## config.mk

```make
export PLATFORM = sky130hd
export DESIGN_NAME = bioz_sine_seq
export DESIGN_NICKNAME = d
export VERILOG_FILES = /design/src/rtl/bioz_sine_seq.sv
export SDC_FILE = /design/constraint.sdc
export NUM_CORES = 1
export LEC_CHECK = 0
export CAP_MARGIN = 20
export CORE_ASPECT_RATIO = 1.1
export CORE_MARGIN = 2
export CORE_UTILIZATION = 48
export CTS_BUF_LIST = sky130_fd_sc_hd__clkbuf_8 sky130_fd_sc_hd__clkbuf_16
export CTS_CLUSTER_SIZE = 24
export DETAILED_ROUTE_END_ITERATION = 8
export PLACE_DENSITY = 0.67
export SYNTH_ARGS = -nofsm -noshare
export SYNTH_HDL_FRONTEND = slang
export SYNTH_SLANG_ARGS = --single-unit
```

## constraint.sdc

```tcl
create_clock -name clk_SigGen -period 8 [get_ports clk_SigGen]
set_input_delay 1.6 -clock clk_SigGen [delete_from_list [all_inputs] [get_ports clk_SigGen]]
set_output_delay 1.6 -clock clk_SigGen [all_outputs]
set_load 0.01 [all_outputs]
```

## src/rtl/bioz_sine_seq.sv

```systemverilog
// BioZ excitation sequencer: 32-entry sine table stepped once per clk_SigGen,
// gain-scaled offset-binary DAC code, square I/Q references, and whole-period
// amplitude ramps so enable/amplitude changes never cause step transients.
module bioz_sine_seq #(
  parameter int RAMP_PERIODS = 1
) (
  input  logic       clk_SigGen,
  input  logic       rst_n,
  input  logic       enable,
  input  logic [1:0] amp_sel,
  output logic [7:0] dac_code,
  output logic [4:0] phase_idx,
  output logic       ref_I,
  output logic       ref_Q,
  output logic       period_tick,
  output logic       busy
);

  typedef enum logic [1:0] {IDLE, RAMP_UP, RUN, RAMP_DOWN} state_t;

  localparam logic [7:0] CNT_LAST = 8'(RAMP_PERIODS - 1);

  // round(128 + 127*sin(2*pi*k/32))
  function automatic logic [7:0] sin_lut(input logic [4:0] k);
    case (k)
      5'd0:  sin_lut = 8'd128;  5'd1:  sin_lut = 8'd153;
      5'd2:  sin_lut = 8'd177;  5'd3:  sin_lut = 8'd199;
      5'd4:  sin_lut = 8'd218;  5'd5:  sin_lut = 8'd234;
      5'd6:  sin_lut = 8'd245;  5'd7:  sin_lut = 8'd253;
      5'd8:  sin_lut = 8'd255;  5'd9:  sin_lut = 8'd253;
      5'd10: sin_lut = 8'd245;  5'd11: sin_lut = 8'd234;
      5'd12: sin_lut = 8'd218;  5'd13: sin_lut = 8'd199;
      5'd14: sin_lut = 8'd177;  5'd15: sin_lut = 8'd153;
      5'd16: sin_lut = 8'd128;  5'd17: sin_lut = 8'd103;
      5'd18: sin_lut = 8'd79;   5'd19: sin_lut = 8'd57;
      5'd20: sin_lut = 8'd38;   5'd21: sin_lut = 8'd22;
      5'd22: sin_lut = 8'd11;   5'd23: sin_lut = 8'd3;
      5'd24: sin_lut = 8'd1;    5'd25: sin_lut = 8'd3;
      5'd26: sin_lut = 8'd11;   5'd27: sin_lut = 8'd22;
      5'd28: sin_lut = 8'd38;   5'd29: sin_lut = 8'd57;
      5'd30: sin_lut = 8'd79;   default: sin_lut = 8'd103;
    endcase
  endfunction

  state_t      state_q, state_d;
  logic [4:0]  phase_q, phase_d;
  logic [3:0]  gain_q, gain_d;
  logic [7:0]  cnt_q, cnt_d;
  logic [7:0]  dac_q, dac_d;
  logic        ref_i_q, ref_i_d, ref_q_q, ref_q_d;
  logic        tick_q, tick_d, busy_q, busy_d;

  logic        wrap, hit;
  logic [3:0]  tgt;
  logic signed [8:0]  off_s;
  logic signed [12:0] prod_s, res_s;
  logic        unused_res;

  assign wrap = (state_q != IDLE) && (phase_q == 5'd31);
  assign hit  = (cnt_q == CNT_LAST);
  // amp_sel is only consulted on wrap edges, so decoding it live is the sample
  assign tgt  = 4'd8 >> amp_sel;

  // next-state, gain stepping and ramp counter
  always_comb begin
    state_d = state_q;
    gain_d  = gain_q;
    cnt_d   = cnt_q;
    phase_d = phase_q + 5'd1;
    case (state_q)
      IDLE: begin
        phase_d = 5'd0;
        if (enable) begin
          state_d = RAMP_UP;
          gain_d  = 4'd0;
          cnt_d   = 8'd0;
        end
      end
      RAMP_UP: begin
        if (!enable) begin
          state_d = RAMP_DOWN;
          cnt_d   = 8'd0;
        end else if (wrap) begin
          if (gain_q >= tgt) begin
            // target was lowered under us: settle in RUN, which steps down
            state_d = RUN;
            cnt_d   = 8'd0;
          end else if (hit) begin
            gain_d = gain_q + 4'd1;
            cnt_d  = 8'd0;
            if (gain_q + 4'd1 == tgt) state_d = RUN;
          end else begin
            cnt_d = cnt_q + 8'd1;
          end
        end
      end
      RUN: begin
        if (!enable) begin
          state_d = RAMP_DOWN;
          cnt_d   = 8'd0;
        end else if (wrap) begin
          if (gain_q == tgt) begin
            // park at the last count so a new target steps on the next wrap
            cnt_d = hit ? cnt_q : cnt_q + 8'd1;
          end else if (hit) begin
            gain_d = (gain_q > tgt) ? gain_q - 4'd1 : gain_q + 4'd1;
            cnt_d  = 8'd0;
          end else begin
            cnt_d = cnt_q + 8'd1;
          end
        end
      end
      default: begin // RAMP_DOWN
        if (enable) begin
          state_d = RAMP_UP;
          cnt_d   = 8'd0;
        end else if (wrap) begin
          if (gain_q == 4'd0) begin
            state_d = IDLE;
            cnt_d   = 8'd0;
          end else if (hit) begin
            gain_d = gain_q - 4'd1;
            cnt_d  = 8'd0;
            if (gain_q == 4'd1) state_d = IDLE;
          end else begin
            cnt_d = cnt_q + 8'd1;
          end
        end
      end
    endcase
    if (state_d == IDLE) phase_d = 5'd0;
  end

  // outputs are computed from the next phase/gain so they register together
  always_comb begin
    busy_d  = (state_d != IDLE);
    tick_d  = wrap && busy_d;
    ref_i_d = busy_d && !phase_d[4];
    ref_q_d = busy_d && (phase_d[4] ^ phase_d[3]);
    off_s   = $signed({1'b0, sin_lut(phase_d)}) - 9'sd128;
    prod_s  = 13'(off_s) * $signed({9'd0, gain_d});
    res_s   = 13'sd128 + (prod_s >>> 3);
    dac_d   = res_s[7:0];
  end

  // gain <= 8 keeps the result inside 1..255, upper bits are sign only
  assign unused_res = ^res_s[12:8];

  // state and output registers
  always_ff @(posedge clk_SigGen or negedge rst_n) begin
    if (!rst_n) begin
      state_q <= IDLE;
      phase_q <= 5'd0;
      gain_q  <= 4'd0;
      cnt_q   <= 8'd0;
      dac_q   <= 8'd128;
      ref_i_q <= 1'b0;
      ref_q_q <= 1'b0;
      tick_q  <= 1'b0;
      busy_q  <= 1'b0;
    end else begin
      state_q <= state_d;
      phase_q <= phase_d;
      gain_q  <= gain_d;
      cnt_q   <= cnt_d;
      dac_q   <= dac_d;
      ref_i_q <= ref_i_d;
      ref_q_q <= ref_q_d;
      tick_q  <= tick_d;
      busy_q  <= busy_d;
    end
  end

  assign dac_code    = dac_q;
  assign phase_idx   = phase_q;
  assign ref_I       = ref_i_q;
  assign ref_Q       = ref_q_q;
  assign period_tick = tick_q;
  assign busy        = busy_q;

endmodule

```

==> flow_summary.toml <==
[finish]
multi_input_area_um2 = 2640
final_common_cell = "inv_1"
mostFrequentLayoutCells = "inv_1, nor2_1, ha_1"
areaGrowthSynthToFinish_pct = 13.62
layout-drive-gt1-share = 0.1170
fill_cells = 694
layout.area.seq_um2 = 777.0
antennaDiodeCount = 0
stdcell_area_um2 = 4101
fin_nets = 511

[timing]
setup_tns_ns = 0
finalWorstSetupSlack_ns = 0.5390
setup_viol = 0
finalMaxSlewViolations = 0
worst_pin_slew_ns = 1.094
final-hold-violation-count = 0
whs_ns = 0.5579
slew_headroom = 0.2651
rsz0062_at_grt = "false"
max_freq_mhz = 134.0
min_period_ns = 7.461
fin_crit_sh = 0.9326
skew_ns = 0.006347

[global_routing]
grt_first_pass_wirelength_um = 13860
grtUsageTotal = 0.2096
use_met2 = 0.3724
grt_pass1_vias = 2994
overflow = 0
grt_antenna_before_repair = 0
grt.busiest_layer = "met2"
use_met1 = 0.2667
gr-usage-met3 = 0.02535
grt_max_degree = 32

[power]
p_seq_frac = 0.206
power.leakage_nw = 1.879
power.internal_uw = 513.5
irDropWorstVdd_uv = 145.5
p_sw_uw = 437.1
power.density_nw_per_um2 = 231.8
swShare = 0.4598
share_comb_of_total_power = 0.625
power_frac_clock = 0.170

[cts]
cts_max_level = 2
clock_latency_ns = 0.28
cts_tree = "built"
clk_pin_slew_ns = 0.07
clock_path_buffers = 2
cts_buffers = 5
postCtsHoldBufs = 0
cts.sinks = 31
ctsRootBufferMaster = "clkbuf_8"

[floorplan]
start_util = 0.4884
rows = 33
die_w_um = 86.69
core_um2 = 7391
die_h_um = 94.95
ios = 22
dieArea_um2 = 8231

[setup_path]
crit_type = "in -> reg"
arrival_ns = 7.67
crit_path_frequent_cell = "ha_1"
cpPeakStageDelay_ns = 0.54
cp.required_ns = 8.21
setup.worst_path.end_class = "register"
start_kind = "input pin"
crit_slowest_cell = "fa_1"
worst-path-max-fanout = 5

[place]
hpwl_um = 6192
dpl_worst_slack_ns = -0.05915
gp_congestion = 0.9055
io_buffers = 21
postPlaceCellArea_um2 = 3923

[job]
cap_violations = 0

[synth]
synth.distinct_cells = 75
synth_cells = 428
synth-edff-count = 0
syn_area_um2 = 3610
synthArstFlopShare = 1.000
yosysTopAreaCell = "dfrtp_1"
yosysSeqAreaShare = 0.2153
synth_top_area_frac = 0.2080
synth_seq_cells = 31
synth.avg_cell_area_um2 = 8.434
ys.warnings.count = 0
syn_nets = 487
synth_flop_cell = "dfrtp_1"
synth.area.top_cells = "dfrtp_1, ha_1, fa_1"

[routing]
via_per_inst = 5.850
via_count = 3159
drc = 0
drtIter0Drc = 140
drtPass1Iterations = 5
wl_per_cell_um = 15.03
ant_nets = 0
routed_wl_um = 8117

[min_path]
hold_class = "reg -> reg"

[outcome]
status = "complete, no violations"
[logic make-up after synthesis]
| family | after synthesis | share of synthesized area |
|---|---|---|
| mux | 5 | 0.01421 |
| compound gates | 108 | 0.2114 |
| xor+xnor | 20 | 0.04853 |
| flops | 31 | 0.2153 |
| simple gates | 150 | 0.2281 |
| buf+inv | 60 | 0.06620 |
| fa+ha+maj | 54 | 0.2163 |
[power groups by stage]
stage / logic [mW] / registers [mW] / clock network (mW)
after floorplan: 0.394 / 0.195 / 0
after global placement: 0.523 / 0.198 / 0
after detailed placement: 0.530 / 0.198 / 0
after CTS: 0.533 / 0.195 / 0.166
after global routing: 0.649 / 0.198 / 0.175
final: 0.594 / 0.196 / 0.161
[synthesized netlist by cell type, drive strengths merged (8+ instances only)]
cell type and count:
nand2b 10, fa 14, dfrtp 30, nand3 16, xnor2 14, clkbuf 10
a21oi 25, inv 46, nor2 45, nand2 37, o31ai 8, o21ai 26
ha 40
[metal layers]
layer / up-vias / share of wire
li1: 1549 / -
met1: 1515 / 0.44
met2: 81 / 0.51
met3: 14 / 0.040
met4: 0 / 0.014
met5: - / 0
[final timing paths]
kind                       slack (ns)  cells after the start          end    startpoint
setup / recovery                 0.54                     33  dac_code[7]    amp_sel[0]
hold / removal                   0.56                      1     cnt_q[7]      cnt_q[7]
setup reg to reg                 1.50                     32  dac_code[7]  phase_idx[0]
hold reg to reg                  0.56                      1     cnt_q[7]      cnt_q[7]
max in group asynchronous        5.95                      2  dac_code[7]         rst_n
min in group asynchronous        1.72                      2        ref_I         rst_n
[final cells by class]
cell class / count / share of cell area
Multi-Input combinational cell: 337 / 0.6437
Sequential cell: 31 / 0.1894
Timing Repair Buffer: 31 / 0.06955
Inverter: 46 / 0.04210
Tap cell: 87 / 0.02654
Clock buffer: 6 / 0.02013
Clock inverter: 2 / 0.008542
[repair_timing]
item	in CTS	in global routing
endpoints found under the setup margin	0	2
gates resized for setup	0	12
hold endpoints to repair	0	0
buffers inserted	0	2
[flip-flops by register name, indices dropped and copies added, names as in the netlist]
| signal | flops |
|---|---|
| period_tick | 1 |
| ref_I | 1 |
| phase_idx | 5 |
| gain_q | 4 |
| state_q | 2 |
| busy | 1 |
| cnt_q | 8 |
| dac_code | 8 |
| ref_Q | 1 |
[per-stage QoR]
stage	power, mW	std cells	util
global route	1.022	540	0.5549
global placement	0.7217	530	0.5307
CTS	0.8946	538	0.5466
floorplan	0.5884	428	-
detailed placement	0.7283	530	0.5307
finish	0.9506	540	0.5549
[critical path: cells and delay by family]
| kind | cells | cell delay, ns |
|---|---|---|
| adders and majority gates | 6 | 2.07 |
| AOI/OAI and AO/OA | 8 | 1.50 |
| and+or+nand+nor | 12 | 1.43 |
| buffers and inverters | 4 | 0.64 |
| xor gates and xnor gates | 2 | 0.28 |
| muxes | 1 | 0.13 |
(Power assumes the default switching activity.)
